==> src/rtl/alu_flag_arbiter.sv <==
// alu_flag_arbiter
// Shares one combinational ALU/flag generator between two requesters. Each
// accepted op walks IDLE -> EXEC -> RESP -> IDLE. The ALU result and flags are
// captured in EXEC and held on the response channel until it is accepted.
// The architectural flag register flags_q is updated selectively by op code.
//
// Configuration macro: ALU_ARB_FIXED_PRIORITY_EN
//   defined   : req0 always wins simultaneous requests
//   undefined : round-robin arbitration; last-grant pointer resets to req1
//
// Ports
//   clk, rst                 clock, synchronous active-high reset
//   reqX_valid/ready         requester handshake (ready is the grant cycle)
//   reqX_op, reqX_a, reqX_b  op code and N-bit operands
//   alu_select, alu_a, alu_b drive to the shared ALU (0 while idle)
//   alu_result, alu_flags    combinational ALU return (bit0 zero, bit1 negative)
//   rsp_*                    response channel (valid/ready, id, result, flags)
//   flags_q                  architectural flag register
module alu_flag_arbiter #(
    parameter int unsigned N = 4
) (
    input  logic         clk,
    input  logic         rst,
    input  logic         req0_valid,
    output logic         req0_ready,
    input  logic [3:0]   req0_op,
    input  logic [N-1:0] req0_a,
    input  logic [N-1:0] req0_b,
    input  logic         req1_valid,
    output logic         req1_ready,
    input  logic [3:0]   req1_op,
    input  logic [N-1:0] req1_a,
    input  logic [N-1:0] req1_b,
    output logic [3:0]   alu_select,
    output logic [N-1:0] alu_a,
    output logic [N-1:0] alu_b,
    input  logic [N-1:0] alu_result,
    input  logic [1:0]   alu_flags,
    output logic         rsp_valid,
    input  logic         rsp_ready,
    output logic         rsp_id,
    output logic [N-1:0] rsp_result,
    output logic [1:0]   rsp_flags,
    output logic [1:0]   flags_q
);

    localparam int unsigned OP_W   = 4;
    localparam int unsigned FLAG_W = 2;

    typedef enum logic [1:0] {
        S_IDLE = 2'd0,
        S_EXEC = 2'd1,
        S_RESP = 2'd2
    } state_t;

    state_t              state_q,      state_d;
    logic                gnt_id_q,     gnt_id_d;
    logic [OP_W-1:0]     alu_select_q, alu_select_d;
    logic [N-1:0]        alu_a_q,      alu_a_d;
    logic [N-1:0]        alu_b_q,      alu_b_d;
    logic                rsp_valid_q,  rsp_valid_d;
    logic                rsp_id_q,     rsp_id_d;
    logic [N-1:0]        rsp_result_q, rsp_result_d;
    logic [FLAG_W-1:0]   rsp_flags_q,  rsp_flags_d;
    logic [FLAG_W-1:0]   flags_d;

    logic pick1_c;
    logic grant_c;

    // Arbitration: choose which valid requester would be granted this cycle
`ifdef ALU_ARB_FIXED_PRIORITY_EN
    assign pick1_c = req1_valid && !req0_valid;
`else
    logic last_q, last_d;
    // last_q == 0 means req0 was granted last, so req1 now has priority
    assign pick1_c = req1_valid && (!req0_valid || !last_q);
`endif

    // Grants happen only in IDLE and never while reset is asserted
    assign grant_c    = !rst && (state_q == S_IDLE) && (req0_valid || req1_valid);
    assign req0_ready = grant_c && !pick1_c;
    assign req1_ready = grant_c &&  pick1_c;

    assign alu_select = alu_select_q;
    assign alu_a      = alu_a_q;
    assign alu_b      = alu_b_q;
    assign rsp_valid  = rsp_valid_q;
    assign rsp_id     = rsp_id_q;
    assign rsp_result = rsp_result_q;
    assign rsp_flags  = rsp_flags_q;

    // Next-state and datapath update
    always_comb begin
        state_d      = state_q;
        gnt_id_d     = gnt_id_q;
        alu_select_d = alu_select_q;
        alu_a_d      = alu_a_q;
        alu_b_d      = alu_b_q;
        rsp_valid_d  = rsp_valid_q;
        rsp_id_d     = rsp_id_q;
        rsp_result_d = rsp_result_q;
        rsp_flags_d  = rsp_flags_q;
        flags_d      = flags_q;
`ifndef ALU_ARB_FIXED_PRIORITY_EN
        last_d       = last_q;
`endif
        unique case (state_q)
            S_IDLE: begin
                if (grant_c) begin
                    state_d      = S_EXEC;
                    gnt_id_d     = pick1_c;
                    alu_select_d = pick1_c ? req1_op : req0_op;
                    alu_a_d      = pick1_c ? req1_a  : req0_a;
                    alu_b_d      = pick1_c ? req1_b  : req0_b;
`ifndef ALU_ARB_FIXED_PRIORITY_EN
                    last_d       = pick1_c;
`endif
                end
            end
            S_EXEC: begin
                state_d      = S_RESP;
                rsp_valid_d  = 1'b1;
                rsp_id_d     = gnt_id_q;
                rsp_result_d = alu_result;
                rsp_flags_d  = alu_flags;
                // Zero flag is only architecturally visible for op 4
                if (alu_select_q == OP_W'(4)) begin
                    flags_d[0] = alu_flags[0];
                end
                // Negative flag for ops 0..5, 9 and 10
                if ((alu_select_q <= OP_W'(5)) || (alu_select_q == OP_W'(9)) ||
                    (alu_select_q == OP_W'(10))) begin
                    flags_d[1] = alu_flags[1];
                end
            end
            S_RESP: begin
                if (rsp_ready) begin
                    state_d      = S_IDLE;
                    rsp_valid_d  = 1'b0;
                    alu_select_d = '0;
                    alu_a_d      = '0;
                    alu_b_d      = '0;
                end
            end
            default: begin
                state_d = S_IDLE;
            end
        endcase
    end

    // State and output registers
    always_ff @(posedge clk) begin
        if (rst) begin
            state_q      <= S_IDLE;
            gnt_id_q     <= 1'b0;
            alu_select_q <= '0;
            alu_a_q      <= '0;
            alu_b_q      <= '0;
            rsp_valid_q  <= 1'b0;
            rsp_id_q     <= 1'b0;
            rsp_result_q <= '0;
            rsp_flags_q  <= '0;
            flags_q      <= '0;
`ifndef ALU_ARB_FIXED_PRIORITY_EN
            last_q       <= 1'b1;
`endif
        end else begin
            state_q      <= state_d;
            gnt_id_q     <= gnt_id_d;
            alu_select_q <= alu_select_d;
            alu_a_q      <= alu_a_d;
            alu_b_q      <= alu_b_d;
            rsp_valid_q  <= rsp_valid_d;
            rsp_id_q     <= rsp_id_d;
            rsp_result_q <= rsp_result_d;
            rsp_flags_q  <= rsp_flags_d;
            flags_q      <= flags_d;
`ifndef ALU_ARB_FIXED_PRIORITY_EN
            last_q       <= last_d;
`endif
        end
    end

endmodule

==> config.mk <==
export PLATFORM = sky130hd
export DESIGN_NAME = alu_flag_arbiter
export DESIGN_NICKNAME = d
export VERILOG_FILES = /design/src/rtl/alu_flag_arbiter.sv
export SDC_FILE = /design/constraint.sdc
export NUM_CORES = 1
export LEC_CHECK = 0
export ABC_AREA = 1
export CAP_MARGIN = 20
export CORE_UTILIZATION = 34
export CTS_CLUSTER_DIAMETER = 50
export DETAILED_ROUTE_END_ITERATION = 6
export PLACE_DENSITY = 0.69
export SYNTH_ARGS = -nofsm -noshare
export SYNTH_HDL_FRONTEND = slang
export SYNTH_SLANG_ARGS = --single-unit
==> constraint.sdc <==
create_clock -name clk -period 1.1 [get_ports clk]
set_input_delay 0.22 -clock clk [delete_from_list [all_inputs] [get_ports clk]]
set_output_delay 0.22 -clock clk [all_outputs]
set_load 0.005 [all_outputs]
==> impl_metrics.env <==
export IMPL_num_nets_final=311
export IMPL_ir_drop_mv=0.745
export IMPL_syn_area_per_cell_um2=6.72
export IMPL_synthTopCellsByCount="nand2_1, dfxtp_1, nor2_1, inv_1, nand3_1"
export IMPL_critical_path_top_delay_family="flip-flops"
export IMPL_seq_area_frac_synth=0.426
export IMPL_synth_nets=217
export IMPL_grt_usage=0.191
export IMPL_start_kind="flip-flop"
export IMPL_clk_pin_slew_ps=140
export IMPL_p_per_area_nw_per_um2=1100
export IMPL_cap_violations=0
export IMPL_drt_first_pass_iters=4
export IMPL_tightest_slew_ps=189
export IMPL_final_layout_size_suffix_gt1_frac=0.436
export IMPL_final_setup_tns_ps=-2750
export IMPL_cts_made_buffers=3
export IMPL_crit_required_ps=880
export IMPL_port_buffers=58
export IMPL_drc_errors=0
export IMPL_hold_viol=0
export IMPL_dp_hpwl_um=2350
export IMPL_drtIter0Drc=81
export IMPL_final_core_util=0.643
export IMPL_worst_setup_path_type="flip-flop to output port"
export IMPL_path_buf_inv=3
export IMPL_cp_num_cells=6
export IMPL_fin_crit_ps=1390
export IMPL_internal_power_w=0.00168
export IMPL_rsz0062_at_grt="yes"
export IMPL_netSwitchingFraction=0.300
export IMPL_core_um2=3390
export IMPL_violations="setup timing"
export IMPL_start_util=0.361
export IMPL_pwr_share_clk=0.202
export IMPL_slew_headroom=0.874
export IMPL_htree_levels=1
export IMPL_fin_skew_ps=2.29
export IMPL_die_area_um2=3840
export IMPL_cpMaxStageDelayCell="dfxtp_2"
export IMPL_antenna_found_initial=0
export IMPL_synth_top_area_share=0.426
export IMPL_dr_total_vias=1437
export IMPL_worstPathMaxFanout=3
export IMPL_via_per_inst=4.48
export IMPL_ant_nets=0
export IMPL_outcome="complete, but fails checks"
export IMPL_max_stage_delay_ps=360
export IMPL_yosysTopAreaCell="dfxtp_1"
export IMPL_rows=21
export IMPL_grt_start_max_net_pins=18
export IMPL_holdPathStages=5
export IMPL_cts_tree="yes"
export IMPL_die_h_um=62.0
export IMPL_insertion_delay_ps=320
export IMPL_grt_pass1_wl_um=5500
export IMPL_cts_root_buf="clkbuf_4"
export IMPL_wl_um=3510
export IMPL_hold_class="input port to flip-flop"
export IMPL_synth_cell_type_count=20
export IMPL_yosysMostFrequentCell="nand2_1"
export IMPL_ys_seq_elements=26
export IMPL_synthArstFlopShare=0
export IMPL_p_switching_w=0.000722
export IMPL_fin_crit_sh=1.26
export IMPL_end_kind="output port"
export IMPL_leakage_nw=1.09
export IMPL_pwr_share_seq=0.457
export IMPL_place_gp_congestion=0.776
export IMPL_overflow=0
export IMPL_p_comb_frac=0.340
export IMPL_ctsHoldBuffers=0
export IMPL_antenna_cells=0
export IMPL_numClockSinks=26
export IMPL_wl_per_cell_um=10.9
export IMPL_synth_edf_count=0
export IMPL_yosysWarnings=0
export IMPL_fin_ws_ps=-289
export IMPL_arrival_ps=1170
export IMPL_synth_flop_cell="dfxtp_1"
export IMPL_area_growth_synth_to_final_pct=78.4
export IMPL_ioPinCount=59
export IMPL_setup_viol=25
export IMPL_synth_cells=182
export IMPL_synth_area_um2=1220
export IMPL_crit_chain="nor2_4, nand3_4, clkinv_4, nand2_4, inv_2, buf_6"
export IMPL_synth_area_top_cells="dfxtp_1, nand2_1, nor2_1"
export IMPL_slew_viol_final=0
export IMPL_cts_path_max_buffers=2
export IMPL_worstRegToRegCells=9
export IMPL_first_global_vias=1306
export IMPL_fmax_mhz=720
export IMPL_chipWidth_um=62.0
## path summary, 6_finish.rpt
kind | slack (ps) | end | startpoint
worst max-delay path | -290 | req1_ready | state_q[1]
worst min-delay path | 460 | gnt_id_q | req1_valid
worst max register to register | -210 | alu_a[2] | state_q[1]
worst min register to register | 480 | alu_a[0] | alu_a[0]
## final cells by class
cell class / count / area (um2)
Timing Repair Buffer: 90 / 728
Timing Repair inverter: 1 / 7.51
Inverter: 25 / 108
Multi-Input combinational cell: 129 / 692
Tap cell: 46 / 57.6
Clock buffer: 4 / 36.3
Sequential cell: 26 / 552
Fill cell: 321 / 1210
## state kept, by name (all words and copies together), names as in the netlist
register and cells:
rsp_flags 2, gnt_id_q 1, rsp_result 4, alu_a 4, rsp_id 1, last_q 1, state_q 2, alu_select 4
alu_b 4, flags_q 2, rsp_valid 1
## logic make-up (layout without fill, tap and decap cells)
logic type,after synthesis,after routing,share of synthesized area
compound gates,24,24,0.101
buf+inv,28,120,0.0983
flops,26,26,0.426
simple gates,104,105,0.375
## layer usage
metal,routed length [um],GRT usage,vias up
met3,161,0.0455,2
met1,1560,0.231,648
met4,10,0.0317,0
li1,-,-,752
met2,1780,0.345,35
met5,0,0,-
## layout by cell type (no fill, tap or decap), types with 2 or more instances in the layout
master,n
nor2_1,21
nand2_4,4
clkbuf_2,15
o21ai_1,5
nand3b_1,5
a21oi_1,6
buf_4,27
nand3_1,12
nor2_4,2
clkinvlp_4,2
clkdlybuf4s50_1,33
inv_4,2
inv_2,6
a21oi_2,3
buf_6,5
o21ai_0,5
buf_2,8
inv_1,15
clkbuf_4,3
nand2_2,6
nand2_1,50
dfxtp_2,25
o21ai_2,3
## metrics by stage
step / setup WS (ps) / area (um2) / hold WS (ps) / total power (W) / instances
floorplan: 10.0 / 1220 / 289 / 0.00140 / 182
global placement: -777 / 1970 / 452 / 0.00180 / 300
detailed placement: -808 / 1970 / 455 / 0.00181 / 300
CTS: -287 / 2170 / 441 / 0.00237 / 315
global route: -346 / 2180 / 459 / 0.00256 / 321
finish: -289 / 2180 / 459 / 0.00241 / 321
## worst reg2reg max path: stages, from the launching register on
cell and delay, ps:
dfxtp_2 360, nor2_4 150, nand3_4 100, buf_4 150
buf_6 110, buf_8 130, nand2_8 60, nand2_1 60
nand2_1 70, nor2_2 30
## power by group through the flow
stage                     logic [W]  clock network, W  registers (W)
after floorplan            0.000293                 0        0.00111
after global placement     0.000701                 0        0.00110
after detailed placement   0.000709                 0        0.00110
after CTS                  0.000774          0.000502        0.00110
after global routing       0.000907          0.000541        0.00111
final                      0.000819          0.000487        0.00110
## timing repair
item	4_1_cts	5_1_grt
buffers inserted	9	6
setup endpoints to repair	41	44
gates resized for setup	110	41
pin swaps	5	8
cloned	2	0
Power figures use the tool's default switching activity.
